[config.mk]
export PLATFORM = sky130hd
export DESIGN_NAME = ysyx_23060184_lsu
export DESIGN_NICKNAME = d
export VERILOG_FILES = /design/src/rtl/ysyx_23060184_lsu.sv
export SDC_FILE = /design/constraint.sdc
export NUM_CORES = 1
export LEC_CHECK = 0
export CORE_MARGIN = 5
export CORE_UTILIZATION = 49
export CTS_BUF_LIST = sky130_fd_sc_hd__clkbuf_8
export DETAILED_ROUTE_END_ITERATION = 6
export GPL_TIMING_DRIVEN = 0
export PLACE_DENSITY = 0.89
export SETUP_SLACK_MARGIN = 0.05
export SYNTH_ARGS = -nofsm -noshare
export SYNTH_HDL_FRONTEND = slang
export SYNTH_SLANG_ARGS = --single-unit
[constraint.sdc]
create_clock -name clk -period 3.55 [get_ports clk]
set_clock_uncertainty 0.15 [all_clocks]
set_input_delay 0.71 -clock clk [delete_from_list [all_inputs] [get_ports clk]]
set_output_delay 0.71 -clock clk [all_outputs]
set_load 0.005 [all_outputs]
[src/rtl/ysyx_23060184_lsu.sv]
// Load/store unit: one data-memory transaction at a time over an AXI4-Lite-style
// bus, returning formatted load data (ReadData) or an error flag to writeback.
//
// state  | meaning
// -------+----------------------------------------------------------
// IDLE   | waiting for a request; req_ready high
// AR     | read address valid, waiting for arready
// R      | rready high, waiting for rvalid
// WR     | aw/w valids outstanding, each drops on its own handshake
// B      | bready high, waiting for bvalid
// RESP   | rsp_valid high, data/err held until rsp_ready
module ysyx_23060184_lsu #(
    parameter int DATA_WIDTH = 32
) (
    input  logic                  clk,
    input  logic                  rst_n,
    input  logic                  req_valid,
    output logic                  req_ready,
    input  logic                  mem_read,
    input  logic                  mem_write,
    input  logic [2:0]            funct3,
    input  logic [DATA_WIDTH-1:0] addr,
    input  logic [DATA_WIDTH-1:0] wdata,
    output logic                  rsp_valid,
    input  logic                  rsp_ready,
    output logic [DATA_WIDTH-1:0] rsp_rdata,
    output logic                  rsp_err,
    output logic [DATA_WIDTH-1:0] araddr,
    output logic                  arvalid,
    input  logic                  arready,
    input  logic [DATA_WIDTH-1:0] rdata,
    input  logic [1:0]            rresp,
    input  logic                  rvalid,
    output logic                  rready,
    output logic [DATA_WIDTH-1:0] awaddr,
    output logic                  awvalid,
    input  logic                  awready,
    output logic [DATA_WIDTH-1:0] wdata_o,
    output logic [3:0]            wstrb,
    output logic                  wvalid,
    input  logic                  wready,
    input  logic [1:0]            bresp,
    input  logic                  bvalid,
    output logic                  bready
);

    typedef enum logic [2:0] {
        S_IDLE,
        S_AR,
        S_R,
        S_WR,
        S_B,
        S_RESP
    } state_t;

    state_t state, state_nxt;

    logic                  accept;
    logic                  f3_ok;
    logic                  acc_err;
    logic                  aw_done;
    logic                  w_done;
    logic [1:0]            off_q;
    logic [2:0]            f3_q;
    logic [DATA_WIDTH-1:0] rd_shift;
    logic [DATA_WIDTH-1:0] load_fmt;
    logic [DATA_WIDTH-1:0] store_fmt;
    logic [3:0]            strb_fmt;
    logic                  unused_resp_lsb;

    // Only bit 1 of the response codes distinguishes SLVERR/DECERR from OKAY.
    assign unused_resp_lsb = ^{rresp[0], bresp[0]};

    assign req_ready = (state == S_IDLE);
    assign accept    = req_valid & req_ready;
    assign aw_done   = ~awvalid | awready;
    assign w_done    = ~wvalid | wready;

    // Decode legality and alignment of the request presented on accept.
    always_comb begin
        f3_ok = 1'b0;
        if (mem_read) begin
            f3_ok = (funct3 == 3'b000) || (funct3 == 3'b001) || (funct3 == 3'b010) ||
                    (funct3 == 3'b100) || (funct3 == 3'b101);
        end else begin
            f3_ok = (funct3 == 3'b000) || (funct3 == 3'b001) || (funct3 == 3'b010);
        end
        acc_err = (mem_read == mem_write) || !f3_ok ||
                  ((funct3[1:0] == 2'b01) && addr[0]) ||
                  ((funct3[1:0] == 2'b10) && (addr[1:0] != 2'b00));
    end

    // Store lane replication and byte strobes, computed from the live request.
    always_comb begin
        store_fmt = wdata;
        strb_fmt  = 4'b1111;
        case (funct3[1:0])
            2'b00: begin
                store_fmt = {4{wdata[7:0]}};
                strb_fmt  = 4'b0001 << addr[1:0];
            end
            2'b01: begin
                store_fmt = {2{wdata[15:0]}};
                strb_fmt  = 4'b0011 << addr[1:0];
            end
            default: begin
                store_fmt = wdata;
                strb_fmt  = 4'b1111;
            end
        endcase
    end

    // Load lane selection and sign/zero extension from the latched offset/funct3.
    always_comb begin
        rd_shift = rdata >> {off_q, 3'b000};
        load_fmt = rdata;
        case (f3_q)
            3'b000:  load_fmt = {{24{rd_shift[7]}}, rd_shift[7:0]};
            3'b001:  load_fmt = {{16{rd_shift[15]}}, rd_shift[15:0]};
            3'b100:  load_fmt = {24'd0, rd_shift[7:0]};
            3'b101:  load_fmt = {16'd0, rd_shift[15:0]};
            default: load_fmt = rdata;
        endcase
    end

    // State register.
    always_ff @(posedge clk or negedge rst_n) begin
        if (!rst_n) begin
            state <= S_IDLE;
        end else begin
            state <= state_nxt;
        end
    end

    // Next-state logic.
    always_comb begin
        state_nxt = state;
        case (state)
            S_IDLE: begin
                if (accept) begin
                    if (acc_err)       state_nxt = S_RESP;
                    else if (mem_read) state_nxt = S_AR;
                    else               state_nxt = S_WR;
                end
            end
            S_AR:    if (arready)           state_nxt = S_R;
            S_R:     if (rvalid)            state_nxt = S_RESP;
            S_WR:    if (aw_done && w_done) state_nxt = S_B;
            S_B:     if (bvalid)            state_nxt = S_RESP;
            S_RESP:  if (rsp_ready)         state_nxt = S_IDLE;
            default:                        state_nxt = S_IDLE;
        endcase
    end

    // Registered bus valids/readies, addresses, store data and response payload.
    always_ff @(posedge clk or negedge rst_n) begin
        if (!rst_n) begin
            off_q     <= '0;
            f3_q      <= '0;
            araddr    <= '0;
            arvalid   <= 1'b0;
            rready    <= 1'b0;
            awaddr    <= '0;
            awvalid   <= 1'b0;
            wdata_o   <= '0;
            wstrb     <= '0;
            wvalid    <= 1'b0;
            bready    <= 1'b0;
            rsp_valid <= 1'b0;
            rsp_rdata <= '0;
            rsp_err   <= 1'b0;
        end else begin
            case (state)
                S_IDLE: begin
                    if (accept) begin
                        off_q     <= addr[1:0];
                        f3_q      <= funct3;
                        rsp_rdata <= '0;
                        if (acc_err) begin
                            rsp_err   <= 1'b1;
                            rsp_valid <= 1'b1;
                        end else if (mem_read) begin
                            araddr  <= {addr[DATA_WIDTH-1:2], 2'b00};
                            arvalid <= 1'b1;
                        end else begin
                            awaddr  <= {addr[DATA_WIDTH-1:2], 2'b00};
                            wdata_o <= store_fmt;
                            wstrb   <= strb_fmt;
                            awvalid <= 1'b1;
                            wvalid  <= 1'b1;
                        end
                    end
                end
                S_AR: begin
                    if (arready) begin
                        arvalid <= 1'b0;
                        rready  <= 1'b1;
                    end
                end
                S_R: begin
                    if (rvalid) begin
                        rready    <= 1'b0;
                        rsp_valid <= 1'b1;
                        rsp_err   <= rresp[1];
                        rsp_rdata <= rresp[1] ? '0 : load_fmt;
                    end
                end
                S_WR: begin
                    if (awready) awvalid <= 1'b0;
                    if (wready)  wvalid  <= 1'b0;
                    if (aw_done && w_done) bready <= 1'b1;
                end
                S_B: begin
                    if (bvalid) begin
                        bready    <= 1'b0;
                        rsp_valid <= 1'b1;
                        rsp_err   <= bresp[1];
                        rsp_rdata <= '0;
                    end
                end
                S_RESP: begin
                    if (rsp_ready) begin
                        rsp_valid <= 1'b0;
                        rsp_err   <= 1'b0;
                        rsp_rdata <= '0;
                    end
                end
                default: begin
                    arvalid <= 1'b0;
                    rready  <= 1'b0;
                    awvalid <= 1'b0;
                    wvalid  <= 1'b0;
                    bready  <= 1'b0;
                end
            endcase
        end
    end

endmodule

==> results.md <==
* Worst vdd ir at 0.0005040 V
* Std cell rows at 42
* Worst setup EP type: output port
* Area contributors post-synth: dfrtp_1, mux2_2, mux2i_1
* Hpwl dp at 15660 um
* Yosys reg bits at 143
* CTS Buffer Depth at 2
* Hold slack at 0.05567 ns
* WL/cell at 20.56 um
* Antenna-violating nets left at 0
* Final wirelength at 20680 um
* Final min period at 2.879 ns
* XOR/XNOR Fraction of Synth Area at 0%
* I/O pin count at 254
* Post-synth EDFFs at 0
* Die ar. at 0.01561 mm^2
* Final clock period utilization by the worst path at 81.10%
* Total setup buffers inserted after CTS at 0
* Adder-Cell Fraction of Synth Area at 0%
* Clock Sinks at 143
* P&R area growth vs syn at 48.45%
* PwrDens at 693.0 mW/mm^2
* Clk Latency, worst-skew pair at 0.44 ns
* Nature of the critical path startpoint: register
* Fraction of layout cells with a size suffix above 1 at 15.54%
* Vias at 5672
* Top cell type's share of synthesized area at 55.28%
* First-pass GRT wire length at 33250 um
* Final instance area at 0.009610 mm^2
* Sequential share of the synthesized area at 55.28%
* Vias per inst at 5.638
* Mean Syn Cell Area at 11.83 um^2
* Grt ovf at 0
* Clock buffer count from CTS at 17
* Clock transition at path regs at 0.08 ns
* FFs w/ async S/R, synth at 100.0%
* Synth Flop Type: dfrtp_1
* RePlAce Congestion at 0.9673
* Post-route DRC at 0
* Post-synth top area cell: dfrtp_1
* Synth Area in Compound Gates at 13.37%
* MaxCap Viol Count at 0
* Hold Vio Cnt, Final at 0
* # diodes at 0
* TritonCTS clock tree: built
* Port Buffers at 247
* Mapped Cells at 547
* Synth unique cells at 48
* Multiplexer share of the synthesized area at 18.59%
* Initial Util at 49.47%
* Worst-Margin Slew at 0.8811 ns
* Synth Area in Simple Gates at 9.509%
* Storage cell area at 0.003578 mm^2
* Status: finished clean
* Final Setup Violations at 0
* Placed inst area at 0.009206 mm^2
* Leak at 4.223 nW
* Core footprint at 0.01309 mm^2
* RSZ-0062 raised after global routing: no
* Htree depth at 4
* DRT Pass-1 Iters at 5
* Multi-input combinational cell area at 0.002700 mm^2
* Largest net degree at the start of global routing at 92
* HP Class: primary input to asynchronous set/reset pin
* Setup Crit Path Kind: register to output port
* GRT Util Overall at 26.73%
* Post-cts sizing count at 0
* WP data arrival at 2.02 ns
* Worst-path fanout max at 10
* Largest family of logic cells by synthesized area: multiplexers
* Vert. Die Dim at 124.9 um
* Root Driver: clkbuf_8
* Initial antenna violation count at 0
* Vias in the first global route at 6088
* Die span in x at 124.9 um
* DRT iter0 DRCs at 596
* Fillcell total at 860
* Tot Pwr at 6.660 mW
* Count of pins over their slew limit at 0
* F_max at 0.3474 GHz
* Synthesis warning total at 0
* Post-Syn Area at 0.006474 mm^2
* Nets at 931
* WP data required at 2.69 ns
* Post-Route Utilization at 73.45%
* # hold bufs at CTS at 0
* Setup_tns at 0 ns
* Slew margin rel. at 41.04%
==> sequential cells by signal, indices dropped and copies added (netlist names) <==
name       cells
araddr        30
arvalid        1
awaddr        30
awvalid        1
bready         1
f3_q           3
off_q          2
rready         1
rsp_err        1
rsp_rdata     32
rsp_valid      1
state          3
wdata_o       32
wstrb          4
wvalid         1
==> critical path, cell delays in order, from the launching register on <==
cell and delay [ns]:
dfrtp_1 0.44, clkbuf_1 0.26, nor3_1 0.31, clkdlybuf4s50_1 0.56
==> placed cells by master (no fill, tap or decap), types with 16 or more instances in the layout <==
master,n
clkbuf_8,18
mux2i_1,34
nand2_1,58
nor2_1,20
a21oi_1,22
dfrtp_1,143
a221o_1,16
mux2_2,72
o21ai_0,52
clkbuf_1,18
clkdlybuf4s50_1,246
nand2b_1,19
==> cell type report <==
cell class | count | share of cell area (%)
clock inverter | 14 | 1.627
inverter | 6 | 0.2343
clock buffer | 18 | 2.578
multi-input combinational | 363 | 28.10
tap | 176 | 2.291
timing repair buffer | 248 | 26.03
sequential | 143 | 37.23
buffer | 38 | 1.914
==> Yosys cell counts, types with 2 or more instances <==
cell / number
a221o_1: 16
buf_6: 2
mux2i_1: 34
clkbuf_1: 18
a32o_1: 8
mux2_2: 72
a32oi_1: 2
a211oi_1: 3
or2_2: 2
buf_1: 7
o31ai_1: 2
a21oi_1: 22
nor2b_1: 9
o21ai_0: 52
nor3b_1: 2
buf_4: 5
nor4b_4: 2
inv_1: 6
mux2_4: 2
nand2b_1: 19
nand2_1: 58
nor2_1: 20
dfrtp_1: 143
o211ai_1: 9
and3_1: 2
buf_2: 6
a31oi_1: 3
==> path summary, 6_finish.rpt <==
| check | start | to | slack [ns] | cells past startpoint |
|---|---|---|---|---|
| max | state[2] | req_ready | 0.67 | 3 |
| max in group asynchronous | rst_n | wstrb[3] | 2.38 | 2 |
| max reg2reg | state[2] | wdata_o[30] | 1.11 | 6 |
| min in group clk | wstrb[0] | wstrb[0] | 0.34 | 2 |
| min reg2reg | wstrb[0] | wstrb[0] | 0.34 | 2 |
| min | rst_n | rsp_rdata[3] | 0.06 | 1 |
==> kinds of logic after synthesis <==
logic type | after synthesis
AOI/OAI and AO/OA | 128
muxes | 109
and+or+nand+nor | 122
buffers and inverters | 44
DFF | 143
other | 1
==> metrics by stage <==
stage	instances	setup WS, ns
finish	1006	0.6711
global route	1006	0.5058
CTS	1006	0.6550
detailed placement	974	0.2280
global placement	973	-3.762
floorplan	550	1.321
==> power by group <==
part | switching [mW] | internal [mW]
sequential | 0.375 | 2.19
combinational | 1.16 | 1.61
clock | 0.672 | 0.654
==> layer usage <==
layer	GRT usage (%)	routed length, um	part of all wire [%]	up-vias
met5	0	0	0	-
met4	8.099	470	2.3	0
met3	11.60	2252	11	40
met2	46.50	10500	51	307
met1	29.85	7460	36	2809
li1	-	-	-	2516
Note: power is estimated with default switching activity, not from simulation.
